[config.mk]
export PLATFORM = sky130hd
export DESIGN_NAME = cache_mesi_array_ctrl
export DESIGN_NICKNAME = d
export VERILOG_FILES = /design/src/rtl/cache_mesi_array_ctrl_pkg.sv /design/src/rtl/cache_mesi_line_next.sv /design/src/rtl/cache_mesi_array_ctrl.sv
export SDC_FILE = /design/constraint.sdc
export NUM_CORES = 1
export LEC_CHECK = 0
export CAP_MARGIN = 0
export CORE_ASPECT_RATIO = 1.4
export CORE_MARGIN = 2
export CORE_UTILIZATION = 51
export CTS_BUF_LIST = sky130_fd_sc_hd__clkbuf_4 sky130_fd_sc_hd__clkbuf_8
export DETAILED_ROUTE_END_ITERATION = 8
export PLACE_DENSITY = 0.78
export SYNTH_ARGS = -nofsm -noshare
export SYNTH_HDL_FRONTEND = slang
export SYNTH_SLANG_ARGS = --single-unit
[constraint.sdc]
create_clock -name clk -period 3.87 [get_ports clk]
set_input_delay 0.9675 -clock clk [delete_from_list [all_inputs] [get_ports clk]]
set_output_delay 0.9675 -clock clk [all_outputs]
set_load 0.02 [all_outputs]
[src/rtl/cache_mesi_array_ctrl_pkg.sv]
// Shared MESI coherence types, C-line encodings and the line transition function
// used by the set-associative state-array controller.
package cache_mesi_array_ctrl_pkg;

  typedef enum logic [1:0] {
    MESI_I = 2'd0,
    MESI_S = 2'd1,
    MESI_E = 2'd2,
    MESI_M = 2'd3
  } mesi_t;

  typedef mesi_t mesi_struct;

  typedef enum logic [2:0] {
    MSG_READ_REQ_L1_D     = 3'd0,
    MSG_READ_REQ_L1_I     = 3'd1,
    MSG_WRITE_REQ_L1_D    = 3'd2,
    MSG_SNOOP_INVALID_CMD = 3'd3,
    MSG_SNOOP_READ_REQ    = 3'd4,
    MSG_SNOOP_WRITE_REQ   = 3'd5,
    MSG_SNOOP_READ_WITH_M = 3'd6,
    MSG_NOP               = 3'd7
  } n_struct;

  typedef enum logic [2:0] {
    BUS_NULL       = 3'd0,
    BUS_READ       = 3'd1,
    BUS_WRITE      = 3'd2,
    BUS_INVALIDATE = 3'd3,
    BUS_RWIM       = 3'd4
  } bus_struct;

  typedef enum logic [2:0] {
    L2_NULLMSG        = 3'd0,
    L2_SENDLINE       = 3'd1,
    L2_GETLINE        = 3'd2,
    L2_INVALIDATELINE = 3'd3,
    L2_EVICTLINE      = 3'd4
  } l2tol1_struct;

  // Encodings of the shared C lines driven/sampled between caches.
  localparam logic [1:0] HIT     = 2'b00;
  localparam logic [1:0] HITM    = 2'b01;
  localparam logic [1:0] NOHIT_1 = 2'b10;
  localparam logic [1:0] NOHIT_2 = 2'b11;

  typedef enum logic [1:0] {
    ST_IDLE     = 2'd0,
    ST_BUS_WAIT = 2'd1,
    ST_SWEEP    = 2'd2
  } ctrl_state_t;

  typedef struct packed {
    mesi_t        nxt;
    bus_struct    bus;
    l2tol1_struct l2tol1;
    logic [1:0]   c_out;
  } mesi_rsp_t;

  function automatic logic is_snoop(input n_struct msg);
    return msg inside {MSG_SNOOP_INVALID_CMD, MSG_SNOOP_READ_REQ,
                       MSG_SNOOP_WRITE_REQ, MSG_SNOOP_READ_WITH_M};
  endfunction

  function automatic logic is_l1_read(input n_struct msg);
    return msg inside {MSG_READ_REQ_L1_D, MSG_READ_REQ_L1_I};
  endfunction

  // Unlisted (state, message) pairs keep the state and issue nothing.
  function automatic mesi_rsp_t mesi_next(input mesi_t prev, input n_struct msg,
                                          input logic [1:0] c_in);
    mesi_rsp_t r;
    r.nxt    = prev;
    r.bus    = BUS_NULL;
    r.l2tol1 = L2_NULLMSG;
    r.c_out  = NOHIT_1;
    if (is_snoop(msg)) begin
      case (prev)
        MESI_M:         r.c_out = HITM;
        MESI_E, MESI_S: r.c_out = HIT;
        default:        r.c_out = NOHIT_1;
      endcase
    end
    case (prev)
      MESI_M: begin
        if (is_l1_read(msg) || msg == MSG_WRITE_REQ_L1_D) begin
          r.l2tol1 = L2_SENDLINE;
        end else if (msg == MSG_SNOOP_READ_REQ) begin
          r.nxt = MESI_S;
          r.bus = BUS_WRITE;
        end else if (msg == MSG_SNOOP_READ_WITH_M || msg == MSG_SNOOP_WRITE_REQ) begin
          r.nxt    = MESI_I;
          r.bus    = BUS_WRITE;
          r.l2tol1 = L2_EVICTLINE;
        end
      end
      MESI_E: begin
        if (is_l1_read(msg)) begin
          r.l2tol1 = L2_SENDLINE;
        end else if (msg == MSG_WRITE_REQ_L1_D) begin
          r.nxt    = MESI_M;
          r.l2tol1 = L2_GETLINE;
        end else if (msg == MSG_SNOOP_READ_REQ) begin
          r.nxt = MESI_S;
        end else if (msg == MSG_SNOOP_READ_WITH_M || msg == MSG_SNOOP_WRITE_REQ) begin
          r.nxt    = MESI_I;
          r.l2tol1 = L2_INVALIDATELINE;
        end
      end
      MESI_S: begin
        if (is_l1_read(msg)) begin
          r.l2tol1 = L2_SENDLINE;
        end else if (msg == MSG_WRITE_REQ_L1_D) begin
          r.nxt    = MESI_M;
          r.bus    = BUS_INVALIDATE;
          r.l2tol1 = L2_GETLINE;
        end else if (msg == MSG_SNOOP_READ_WITH_M || msg == MSG_SNOOP_WRITE_REQ ||
                     msg == MSG_SNOOP_INVALID_CMD) begin
          r.nxt    = MESI_I;
          r.l2tol1 = L2_INVALIDATELINE;
        end
      end
      default: begin
        if (is_l1_read(msg)) begin
          r.nxt    = (c_in == HIT || c_in == HITM) ? MESI_S : MESI_E;
          r.bus    = BUS_READ;
          r.l2tol1 = L2_SENDLINE;
        end else if (msg == MSG_WRITE_REQ_L1_D) begin
          r.nxt    = MESI_M;
          r.bus    = BUS_RWIM;
          r.l2tol1 = L2_SENDLINE;
        end
      end
    endcase
    return r;
  endfunction

endpackage

[src/rtl/cache_mesi_line_next.sv]
// Combinational MESI transition table for one cache line: previous state plus
// command and sampled C lines give next state, bus op, L1 message and snoop result.
module cache_mesi_line_next
  import cache_mesi_array_ctrl_pkg::*;
(
  input  mesi_t      prev_i,
  input  n_struct    msg_i,
  input  logic [1:0] c_in_i,
  output mesi_rsp_t  rsp_o
);

  assign rsp_o = mesi_next(prev_i, msg_i, c_in_i);

endmodule

[src/rtl/cache_mesi_array_ctrl.sv]
// MESI controller for a SETS x WAYS L2 state array: one request per cycle, registered
// response held across bus operations, and a one-set-per-cycle flash-invalidate sweep.
module cache_mesi_array_ctrl
  import cache_mesi_array_ctrl_pkg::*;
#(
  parameter int SETS = 16,
  parameter int WAYS = 8,
  localparam int SET_W = $clog2(SETS),
  localparam int WAY_W = (WAYS > 1) ? $clog2(WAYS) : 1
) (
  input  logic               clk,
  input  logic               rstb,
  input  logic               req_valid,
  output logic               req_ready,
  input  logic [SET_W-1:0]   req_set,
  input  logic [WAY_W-1:0]   req_way,
  input  n_struct            req_msg,
  input  logic [1:0]         req_c_in,
  input  logic               clear_req,
  output logic               clear_done,
  output logic               rsp_valid,
  output mesi_struct         rsp_prev_state,
  output mesi_struct         rsp_state,
  output bus_struct          rsp_bus,
  output l2tol1_struct       rsp_l2tol1,
  output logic [1:0]         rsp_c_out,
  input  logic               bus_ack,
  output ctrl_state_t        dbg_state
);

  mesi_t            arr_q [SETS][WAYS];
  ctrl_state_t      st_q, st_d;
  logic [SET_W-1:0] sweep_cnt_q, sweep_cnt_d;
  logic             rsp_valid_q, rsp_valid_d;
  mesi_rsp_t        rsp_q, rsp_d;
  mesi_t            prev_q, prev_d;
  logic             clear_done_q, clear_done_d;

  mesi_t            cur_state;
  mesi_rsp_t        line_rsp;
  logic             bus_wait;
  logic             accept;
  logic             clear_start;

  assign cur_state = arr_q[req_set][req_way];

  cache_mesi_line_next u_line_next (
    .prev_i (cur_state),
    .msg_i  (req_msg),
    .c_in_i (req_c_in),
    .rsp_o  (line_rsp)
  );

  // Handshake: a request transfers on a posedge where req_valid && req_ready; the
  // response follows one cycle later and, when it carries a bus op, is held with
  // req_ready low until the cycle bus_ack is high (a new request may transfer then).
  assign bus_wait    = (st_q == ST_BUS_WAIT) && !bus_ack;
  assign req_ready   = (st_q != ST_SWEEP) && !clear_req && !bus_wait;
  assign accept      = req_valid && req_ready;
  assign clear_start = clear_req && (st_q != ST_SWEEP) && !bus_wait;

  always_comb begin
    st_d         = st_q;
    sweep_cnt_d  = sweep_cnt_q;
    rsp_valid_d  = rsp_valid_q;
    rsp_d        = rsp_q;
    prev_d       = prev_q;
    clear_done_d = 1'b0;
    case (st_q)
      ST_IDLE, ST_BUS_WAIT: begin
        if (st_q == ST_IDLE || bus_ack) begin
          rsp_valid_d = 1'b0;
          st_d        = ST_IDLE;
        end
        if (clear_start) begin
          st_d        = ST_SWEEP;
          sweep_cnt_d = '0;
        end else if (accept) begin
          rsp_valid_d = 1'b1;
          rsp_d       = line_rsp;
          prev_d      = cur_state;
          st_d        = (line_rsp.bus != BUS_NULL) ? ST_BUS_WAIT : ST_IDLE;
        end
      end
      ST_SWEEP: begin
        sweep_cnt_d = sweep_cnt_q + 1'b1;
        if (sweep_cnt_q == SET_W'(SETS - 1)) begin
          st_d         = ST_IDLE;
          clear_done_d = 1'b1;
        end
      end
      default: st_d = ST_IDLE;
    endcase
  end

  always_ff @(posedge clk or negedge rstb) begin
    if (!rstb) begin
      st_q         <= ST_IDLE;
      sweep_cnt_q  <= '0;
      rsp_valid_q  <= 1'b0;
      rsp_q        <= '{nxt: MESI_I, bus: BUS_NULL, l2tol1: L2_NULLMSG, c_out: NOHIT_1};
      prev_q       <= MESI_I;
      clear_done_q <= 1'b0;
    end else begin
      st_q         <= st_d;
      sweep_cnt_q  <= sweep_cnt_d;
      rsp_valid_q  <= rsp_valid_d;
      rsp_q        <= rsp_d;
      prev_q       <= prev_d;
      clear_done_q <= clear_done_d;
    end
  end

  // Sweep and accepted requests never coincide: req_ready is low throughout the sweep.
  always_ff @(posedge clk or negedge rstb) begin
    if (!rstb) begin
      for (int s = 0; s < SETS; s++) begin
        for (int w = 0; w < WAYS; w++) begin
          arr_q[s[SET_W-1:0]][w[WAY_W-1:0]] <= MESI_I;
        end
      end
    end else if (st_q == ST_SWEEP) begin
      for (int w = 0; w < WAYS; w++) begin
        arr_q[sweep_cnt_q][w[WAY_W-1:0]] <= MESI_I;
      end
    end else if (accept) begin
      arr_q[req_set][req_way] <= line_rsp.nxt;
    end
  end

  always @(posedge clk) begin
    if (rstb && accept) begin
      assert (int'(req_way) < WAYS);
    end
  end

  assign rsp_valid      = rsp_valid_q;
  assign rsp_prev_state = prev_q;
  assign rsp_state      = rsp_q.nxt;
  assign rsp_bus        = rsp_q.bus;
  assign rsp_l2tol1     = rsp_q.l2tol1;
  assign rsp_c_out      = rsp_q.c_out;
  assign clear_done     = clear_done_q;
  assign dbg_state      = st_q;

endmodule

; Yosys cells after proc, flatten, opt, wreduce, memory -nomap -nowiden
; Index checks and enable logic that the tools add are counted.
[word_totals]
register_bits = 276
output_inout_bits = 17
wordCells = 281
[op_classes]
add_sub_neg = 1
order_cmp = 6
n_eq_ne = 17
mux = 70
n_bitwise = 20
reduce_logical = 30
[ops]
columns = op, count
row1 = bitwise AND 256 bit, 8
row2 = inverter 256 bit, 8
row3 = demux 16 bit (select 4 bit), 9
row4 = two-way mux 256 bit, 2
row5 = bitwise mux 256 bit, 1
row6 = binary-select mux 16 bit (select 4 bit), 1
row7 = two-way mux 16 bit, 4
row8 = two-way mux 2 bit, 19
row9 = two-way mux 8 bit, 4
row10 = two-way mux 3 bit, 7
row11 = case mux 3 bit (3 select lines), 2
row12 = two-way mux 5 bit, 3
row13 = two-way mux 14 bit, 1
row14 = two-way mux 12 bit, 1
row15 = ">= comparator 5 bit, second input constant", 2
row16 = "less-than comparator 5 x 1 -> 1 bit, second input constant", 2
row17 = two-way mux 10 bit, 1
row18 = inverter 4 -> 5 bit, 2
row19 = "equality test 3 bit, second input constant", 3
row20 = logical AND 1 bit, 9
row21 = two-way mux 4 bit, 2
row22 = case mux 2 bit (2 select lines), 2
row23 = case mux 4 bit (2 select lines), 1
row24 = binary-select mux 2 bit (select 3 bit), 1
row25 = other kinds (26), 49

; Logic depth before layout (Yosys ltp)
; Gate-level depths: netlist of the first run.
[logic_depth]
depth_word = 16
ltp_mapped = 17
ltp_nobuf = 9

; Modules after synthesis
; A second synthesis of the first run with hierarchy kept.
[hier_totals]
hier_cells = 1247
area_unflattened_um2 = 13710.6
[by_module_without_submodules]
columns = mod, instances, cells_per_inst, area_per_inst_um2
row1 = cache_mesi_array_ctrl, 1, 1205, 13444.1
row2 = cache_mesi_line_next, 1, 42, 266.5

; Worst setup path after synthesis of the first run
; OpenSTA, ideal clock, no wires.
[synth_timing]
kind = in2reg
from = input port req_set[0]
to = register arr_q[55] (netlist name)
setup_ns = 0.121
arrival_ns = 3.579
required_time_ns = 3.749
setup_slack_ns = 0.170
stages = 15
path_cell_list = buf_6 -> buf_6 -> buf_6 -> mux4_2 -> a32oi_1 -> a31oi_1 -> a311oi_1 -> nand3_1 -> a211o_1 -> buf_2 -> and2_1 -> buf_2 -> buf_6 -> buf_6 -> a22o_1
[synth_between]
elab_chain_len = 15
word_cells_on_any_way = 31
cone_classes = order compare: 2 / eq/ne: 3 / mux: 24 / bitwise: 1 / reduce/logical: 1
[synth_rtl]
columns = item, line
row1 = "start, declared", cache_mesi_array_ctrl.sv:15  ; input logic [SET_W-1:0] req_set,
row2 = inverter 4 -> 5 bit (implied by the code) (*), "cache_mesi_array_ctrl.sv:45, cache_mesi_array_ctrl.sv:127"
row3 = binary-select mux 16 bit (select 4 bit), cache_mesi_array_ctrl.sv:45  ; assign cur_state = arr_q[req_set][req_way];
row4 = two-way mux 16 bit (implied by the code) (2 in a row), cache_mesi_array_ctrl.sv:45
row5 = binary-select mux 2 bit (select 3 bit), cache_mesi_array_ctrl.sv:45
row6 = two-way mux 2 bit (implied by the code) (2 in a row), cache_mesi_array_ctrl.sv:45
row7 = two-way mux 2 bit, cache_mesi_array_ctrl_pkg.sv:105  ; end else if (msg == MSG_SNOOP_READ_WITH_M || msg == MSG_SNOOP_WRITE_REQ) begin
row8 = two-way mux 2 bit, cache_mesi_array_ctrl_pkg.sv:103  ; end else if (msg == MSG_SNOOP_READ_REQ) begin
row9 = two-way mux 2 bit, cache_mesi_array_ctrl_pkg.sv:100  ; end else if (msg == MSG_WRITE_REQ_L1_D) begin
row10 = two-way mux 2 bit, cache_mesi_array_ctrl_pkg.sv:98  ; if (is_l1_read(msg)) begin
row11 = case mux 2 bit (3 select lines), cache_mesi_array_ctrl_pkg.sv:84  ; case (prev)
row12 = bitwise mux 256 bit (*), cache_mesi_array_ctrl.sv:127  ; arr_q[req_set][req_way] <= line_rsp.nxt;
row13 = two-way mux 256 bit (*), cache_mesi_array_ctrl.sv:126  ; end else if (accept) begin
row14 = two-way mux 256 bit (*), cache_mesi_array_ctrl.sv:122  ; end else if (st_q == ST_SWEEP) begin
row15 = "end signal, assigned by index", cache_mesi_array_ctrl.sv:127
row16 = "end, declared", cache_mesi_array_ctrl.sv:31  ; mesi_t arr_q [SETS][WAYS];
; Every way passes the cells marked *; elsewhere a longest branch is shown, timed or not. The select of a mux whose other input is x is not followed.
; A chain may end at the register's enable or synchronous reset.

; Final worst setup path of the first run
[layout_timing]
from = input port req_set[2]
to = register arr_q[145] (netlist name)
; Same word-level chain as after synthesis.

==> results of run 1 <==
## layout by cell type, fill, tap and decap left out, types with 13 or more instances in the layout
cell type                         synthesis  final
sky130_fd_sc_hd__nand2_1                287    287
sky130_fd_sc_hd__dfrtp_1                275    275
sky130_fd_sc_hd__o21ai_0                208    208
sky130_fd_sc_hd__nor2_1                 154    154
sky130_fd_sc_hd__buf_4                    8    143
sky130_fd_sc_hd__o31ai_2                 99     99
sky130_fd_sc_hd__mux2i_1                 68     68
sky130_fd_sc_hd__a22o_1                  53     53
sky130_fd_sc_hd__clkbuf_8                 0     53
sky130_fd_sc_hd__nand3_1                 45     45
sky130_fd_sc_hd__mux4_2                  36     36
sky130_fd_sc_hd__clkdlybuf4s50_1          0     29
sky130_fd_sc_hd__a22oi_1                 26     26
sky130_fd_sc_hd__o31ai_1                 23     23
sky130_fd_sc_hd__clkbuf_4                 0     20
sky130_fd_sc_hd__nand2b_1                17     17
sky130_fd_sc_hd__buf_12                   0     17
sky130_fd_sc_hd__nor3_1                  13     13
## final cells by class
class | instances | area, µm²
Multi-Input combinational cell | 1124 | 7420
Timing Repair Buffer | 191 | 1730
Inverter | 8 | 30.0
Clock inverter | 10 | 83.8
Fill cell | 2403 | 11500
Clock buffer | 73 | 880
Tap cell | 380 | 475
Sequential cell | 276 | 6910
## routing by layer
layer  vias up  routed length (µm)  GRT usage  part of all wire
met3       231                3860     0.0574             0.080
met4         0                3760      0.230             0.078
met1      6520               17100      0.367              0.36
met5         -                   0          0                 0
met2       765               23500      0.535              0.49
li1       5762                   -          -                 -
## flip-flops by register name, indices dropped and copies added, names as in the netlist
register	cells
rsp_valid	1
dbg_state	2
rsp_prev_state	2
sweep_cnt_q	4
clear_done	1
rsp_l2tol1	3
rsp_bus	3
rsp_state	2
rsp_c_out	2
arr_q	256
## timing repair
action / CTS / global route
setup endpoints to repair: 0 / 252
buffers inserted: 0 / 0
gates resized for setup: 0 / 10
## kinds of logic (layout without fill, tap and decap cells)
kind of cell | after synthesis | in the layout | synth area share
compound gates | 451 | 451 | 0.230
xor+xnor | 3 | 3 | 0.00176
fa+ha+maj | 4 | 4 | 0.00335
buf+inv | 132 | 282 | 0.0451
flops | 276 | 276 | 0.462
mux | 106 | 106 | 0.101
simple gates | 560 | 560 | 0.157
## critical path: cells and delay by family
kind | cells | cell delay [ns]
buffers and inverters | 8 | 1.59
AOI/OAI and AO/OA | 4 | 1.18
and+or+nand+nor | 3 | 0.43
## where the power goes
group / switching (mW) / internal (mW)
clock: 1.24 / 1.51
sequential: 0.130 / 3.00
combinational: 1.38 / 0.590
total: 2.74 / 5.10
## path summary, 6_finish.rpt
path / start / to / cells past startpoint
hold / removal: rstb / arr_q[78]$_DFFE_PN0P_ / 1
hold reg to reg: rsp_c_out[1]$_DFFE_PN1P_ / rsp_c_out[1]$_DFFE_PN1P_ / 2
max in group asynchronous: rstb / arr_q[44]$_DFFE_PN0P_ / 2
min in group clk: rsp_c_out[1]$_DFFE_PN1P_ / rsp_c_out[1]$_DFFE_PN1P_ / 2
setup reg to reg: arr_q[87]$_DFFE_PN0P_ / arr_q[184]$_DFFE_PN0P_ / 11
setup / recovery: req_set[2] / arr_q[145]$_DFFE_PN0P_ / 15
## metrics by stage
step | instances | power, mW | setup TNS, ns
floorplan | 1532 | 4.27 | 0
global placement | 1979 | 5.03 | -108.73
detailed placement | 1979 | 5.09 | -120.41
CTS | 2062 | 7.81 | 0
global route | 2062 | 8.13 | 0
finish | 2062 | 7.85 | 0
==> summary.md, run 1 <==
On the final layout, the worst clock skew is 0.0210 ns. For the portion of the post-synthesis area used by sequential elements, the log shows 0.462. The number of antenna diodes in the final layout is 0. The floorplan step set the die height to 207 µm.

The number of max-slew violations in the final report came out at 0. After clock tree synthesis, the clock-pin slew on the worst setup and hold paths is 0.06 ns. In the final design database the tool counted 1,667 nets. The tools report the arrival time of the worst setup path as 4.20 ns. The number of different library cells used by synthesis comes to 53.

The run gives 33,200 µm as the half-perimeter wire length of the detailed placement result. The peak supply drop is 0.605 mV. TritonCTS built the clock tree.

The tools report the root buffer cell as sky130_fd_sc_hd__clkbuf_8. Path type of the worst setup path: in -> reg. The width of the die works out to 149 µm.

By area the synthesized netlist is led by sky130_fd_sc_hd__dfrtp_1 (46%), sky130_fd_sc_hd__o31ai_2 (8.3%), sky130_fd_sc_hd__nand2_1 (7.2%). After global routing the overflow that remains totals 0. The core region is 29,100 µm². By instance count, the leading cell after synthesis is sky130_fd_sc_hd__nand2_1. The path class of the tightest hold or removal check is in -> async. The critical path goes through clkdlybuf4s50_1, buf_4, buf_4, buf_4, buf_4, o32ai_1, nor4_2, buf_4, o2111ai_1, buf_4, nor2_1, a211o_2, and2_2, buf_12, a22o_1. The run gives 0.60 ns as the clock insertion delay at the later pin of the skew report. The portion of synthesized cell area occupied by the leading cell type was 0.460; the cell count after synthesis was 1,532. Summed over all cells, the static leakage comes to 7.43 nW. The I/O pin total was 34. The average wire per standard cell came out at 23.4 µm. Among all flip-flop cells after synthesis, the most frequent one is sky130_fd_sc_hd__dfrtp_1. The worst path required time is 4.35 ns. The logs give 3 for the worst-case clock buffer depth and 45 for the clock buffer count from CTS. Largest net degree at the start of global routing: 99. After detailed placement, the total cell area comes to 16,500 µm². The number of antenna violations at the first check in global routing came out at 0.

The logs give 2 for the number of H-tree levels and 0.314 ns for the worst hold margin. The logs give 0 for the number of nets with antenna violations after routing and 0.989 for the placer congestion estimate. The worst relative slew slack is 0.316. In this run the cell area of the synthesized design comes to 15,000 µm². The post-synthesis register bit count came out at 276.

Once layout is done, the placed cells without fillers occupy 17,500 µm². The run finished with clean final reports. The first TritonRoute pass finished after 5 iterations.

The power density over the cells is 448 nW/µm², and the number of enable-type register cells in the synthesized netlist is 0. The final count of hold timing violations came out at 0. The run gives 0.318 as the overall routing resource usage. The run gives 0.515 as the initial core utilization. Setup repair after global routing left no endpoint under its margin. In this run, the number of DRC markers left after iteration 0 of detailed routing was 1,251.

The async set-or-reset flop fraction in the synthesized netlist works out to 1.00. The clock period minus final worst setup slack was 3.72 ns. For the die outline area, the log shows 30,700 µm².

The tree built by TritonCTS fans out to 276 sinks. Counting stages on the worst path, the most repeated cell is sky130_fd_sc_hd__buf_4. In this run the register-to-register setup slack is 0.66 ns.

The tool flagged a number of max-cap violations equal to 0. The layout overhead on the synthesized area is 17.1%. The run gives 0 as the number of DRC violations after detailed routing.

For the setup slack after layout, the log shows 0.152 ns. The detail-routed via count per cell is 6.44. The largest total area in the synthesized netlist belongs to sky130_fd_sc_hd__dfrtp_1.

The portion of the clock cycle consumed by the worst path in the final layout came out at 0.961. For this block, the routed nets add up to 48,300 µm of wire. The slowest cell on the critical path was sky130_fd_sc_hd__a211o_2. The via count of the first global-routing pass is 13,700, and the setup-violating endpoint count in the final report is 0. The floorplan has 74 rows.

The share of the core filled with cells in the final layout was 0.603; the highest cell delay on the worst timing path was 0.43 ns. The critical path startpoint category was a primary input. Fmax: 0.269 GHz.

For the pin with the worst max-slew slack, the measured transition is 1.03 ns. When the netlist entered floorplanning its net count stood at 1,553. The share of layout cells above drive strength 1 came out at 0.234. STA classifies the critical path endpoint as a flop. Prior to clock tree synthesis, the placed netlist has a worst setup slack of -0.578 ns. A synthesized cell averages 9.76 µm². In this run the tool buffered the top-level ports with 32 buffer cells. By count the netlist is led by sky130_fd_sc_hd__nand2_1 (287), sky130_fd_sc_hd__dfrtp_1 (275), sky130_fd_sc_hd__o21ai_0 (208). Yosys printed 0 warnings. The hold-fix buffer count after cts is 0. Of all nets on the critical path, the largest fanout is 27. The first global-routing pass estimated 74,800 µm of wire. The run gives 13,300 as the total number of vias.
(Power assumes the default switching activity.)
==> inputs of run 2 (changes only) <==
Settings changed: CORE_UTILIZATION 51 to 34, PLACE_DENSITY 0.78 to 0.59.
==> run 2 against run 1 <==
  * Critical path depth is the same
  * Register-to-register slack lost 0.05 ns
  * Via count down 3.2%
  * Worst setup slack got worse by 0.0014 ns
  * Critical endpoint is now arr_q[102]$_DFFE_PN0P_
  * Fmax hardly changed
  * Combinational power rose by 5%
  * Critical path type unchanged
  * Flip-flop and latch count stayed put
==> summary.md, run 2 (synthesized netlist as in run 1, its figures left out) <==
The clock sink count is 276. Clock latency on the worst-skew pair, taken at its later pin, is 0.60 ns. Critical register-to-register path startpoint: arr_q[226]$_DFFE_PN0P_. For the pin with the worst max-slew slack, the measured transition is 0.956 ns. The tools report the final antenna diode count as 0. Derived from the worst setup path, the maximum achievable clock frequency is 0.269 GHz. The worst clock skew was 0.0282 ns. After detailed routing, the number of remaining DRC violations is 0. For this block, the via count after detailed routing is 12,900.

The first global-routing pass estimated 77,700 µm of wire. The die covers 45,700 µm². In this run the worst path has a maximum fanout of 23. Compared with the post-synthesis result, the final layout area differs by 21.3%.

The tools report the root buffer cell as sky130_fd_sc_hd__clkbuf_8. CTS built an H-tree with a depth of 2. In the final layout, the registers with the most flip-flops are arr_q: 256 flops, sweep_cnt_q: 4 flops.

The HPWL after detailed placement is 35,100 µm. In the final routed layout, each cell accounts on average for 22.3 µm. Leaving out fill and tap cells, the most frequent cell in the layout is sky130_fd_sc_hd__nand2_1.

The flow ran to the end, and the final reports show no timing, DRC or antenna violations. Across all setup checks in the final design, the least slack found is 0.151 ns. Power spread over the standard cell area amounts to 447 nW/µm².

Input and output buffers added on the ports amount to 32. Leaving out fill and tap cells, the most frequent cells in the layout are sky130_fd_sc_hd__nand2_1 (287), sky130_fd_sc_hd__dfrtp_1 (275), sky130_fd_sc_hd__o21ai_0 (207). The tools report the initial core utilization as 0.346. Depth of the worst register-to-register path: 12.

The detail-routed via count per cell was 5.69; the number of antenna violations at the first check in global routing was 0. The most critical setup path has its startpoint at req_set[2]. Data on the critical path arrives at its endpoint at 4.16 ns. The total negative setup slack is 0 ns.

The number of flip-flops under the largest register name was 256. The overall routed net length was 50,400 µm. The die outline height is 252 µm. The peak supply drop is 0.618 mV. For the number of max-slew violations in the final report, the log shows 0. The tools report the sort of element at the end of the critical path as a flop. At the end of routability-driven placement, the weighted congestion stood at 0.996. TritonCTS created 45 clock buffers. Via count of the first global-routing pass: 13,000. For the pre-CTS setup slack, the log shows -0.473 ns.

The tools report the register area as 6910 µm². The tools report the number of inserted filler cells in the final layout as 4,201. Final count of hold timing violations: 0. The width of the die was 181 µm. In this run the count of I/O pins placed on the die edge is 34. In the final layout, the multi-input gates occupy 7430 µm². The setup-violating endpoint count in the final report is 0, and the count of routing violations after the opening detailed-route iteration is 1,066. After global routing the overflow that remains totals 0. TritonCTS built the clock tree.

The worst relative slew slack is 0.363. Setup repair after global routing left no endpoint under its margin. No sink is reached through more buffers than the 3 on the longest clock path.

The path class of the tightest hold or removal check is in -> async. The register with the most flip-flops is arr_q. The overall routing resource usage was 0.222. After clock tree synthesis, the clock-pin slew on the worst setup and hold paths is 0.06 ns. The tools report the critical path startpoint category as a primary input.

Path type of the worst setup path: in -> reg. In this run the standard cell core region covers 43,200 µm². Share of layout cells above drive strength 1: 0.247. The clock period could shrink to 3.72 ns. Data on the critical path is required at its endpoint by 4.31 ns. Max-cap violations in this run came to 0.

The final layout contains 1,696 nets. Entering global routing, the biggest net connects 142 pins. Leakage component of the power: 7.64 nW.

In this run the remaining antenna-violating nets after routing total 0. For the placement row count, the log shows 90. For the number of search-and-repair iterations in the first detailed-routing pass, the log shows 6.

The portion of the clock cycle consumed by the worst path in the final layout works out to 0.961.
-- run 2: cell count changes in the layout (fill, tap and decap cells not counted), moves of 5 or more --
cell / before / now
sky130_fd_sc_hd__clkbuf_8: 53 / 60
sky130_fd_sc_hd__buf_12: 17 / 26
sky130_fd_sc_hd__clkinv_2: 6 / 0
sky130_fd_sc_hd__buf_4: 143 / 163
sky130_fd_sc_hd__clkbuf_4: 20 / 15
-- run 2: final timing paths --
path,endpoint,slack (ns)
worst max-delay path,arr_q[102]$_DFFE_PN0P_,0.15
worst min-delay path,arr_q[79]$_DFFE_PN0P_,0.46
worst max register to register,arr_q[102]$_DFFE_PN0P_,0.61
worst min register to register,rsp_c_out[1]$_DFFE_PN1P_,0.46
max in group asynchronous,arr_q[220]$_DFFE_PN0P_,2.44
min in group clk,rsp_c_out[1]$_DFFE_PN1P_,0.46
-- run 2: what timing repair did --
item | 4_1_cts | 5_1_grt
resized for setup | 0 | 9
hold buffers | 0 | 0
setup endpoints to repair | 0 | 176
buffers inserted | 0 | 3
-- run 2: area by class of cell --
| type | instances | share of cell area |
|---|---|---|
| clock buffer | 75 | 0.0517 |
| clock inverter | 4 | 0.00538 |
| inverter | 8 | 0.00165 |
| multi-input combinational | 1124 | 0.409 |
| sequential | 276 | 0.381 |
| tap | 552 | 0.0381 |
| timing repair buffer | 220 | 0.113 |
-- run 2: worst max-delay path: stages --
cell and delay [ns]:
sky130_fd_sc_hd__clkdlybuf4s50_1 0.51, sky130_fd_sc_hd__buf_12 0.17, sky130_fd_sc_hd__buf_4 0.22, sky130_fd_sc_hd__mux2i_1 0.36, sky130_fd_sc_hd__nor3_1 0.12, sky130_fd_sc_hd__a2111oi_0 0.32
sky130_fd_sc_hd__buf_4 0.19, sky130_fd_sc_hd__o2111ai_2 0.17, sky130_fd_sc_hd__buf_4 0.22, sky130_fd_sc_hd__a21o_1 0.15, sky130_fd_sc_hd__o311ai_1 0.08, sky130_fd_sc_hd__a221o_4 0.20
sky130_fd_sc_hd__buf_12 0.16, sky130_fd_sc_hd__buf_12 0.19, sky130_fd_sc_hd__o31ai_1 0.10
-- run 2: power breakdown --
part           internal [mW]  switching (mW)  total (mW)  leakage, nW
clock network           1.72            1.21        2.93        0.543
registers               3.00           0.117        3.12         3.82
logic                  0.665            1.40        2.06         3.28
-- run 2: layer usage --
metal	vias up	global-route usage	wire, µm
li1	5821	-	-
met1	6386	0.261	19100
met2	501	0.382	25100
met3	149	0.0301	2950
met4	0	0.138	3240
met5	-	0.0108	0
-- run 2: per-stage QoR --
step	power, mW	hold WS (ns)	cell area [µm²]	utilization	std cells
floorplan	4.27	0.443	15000	-	1532
global placement	5.17	0.447	17100	0.394	2177
detailed placement	5.20	0.450	17100	0.394	2177
CTS	8.14	0.465	18100	0.418	2256
global route	8.48	0.484	18100	0.420	2259
finish	8.11	0.459	18100	0.420	2259
==> inputs of run 3 (changes only) <==
Settings changed: SKIP_CTS_REPAIR_TIMING set to 1.
==> results of run 3 <==
The final DEF is identical to that of run 2; final timing and power are the same.
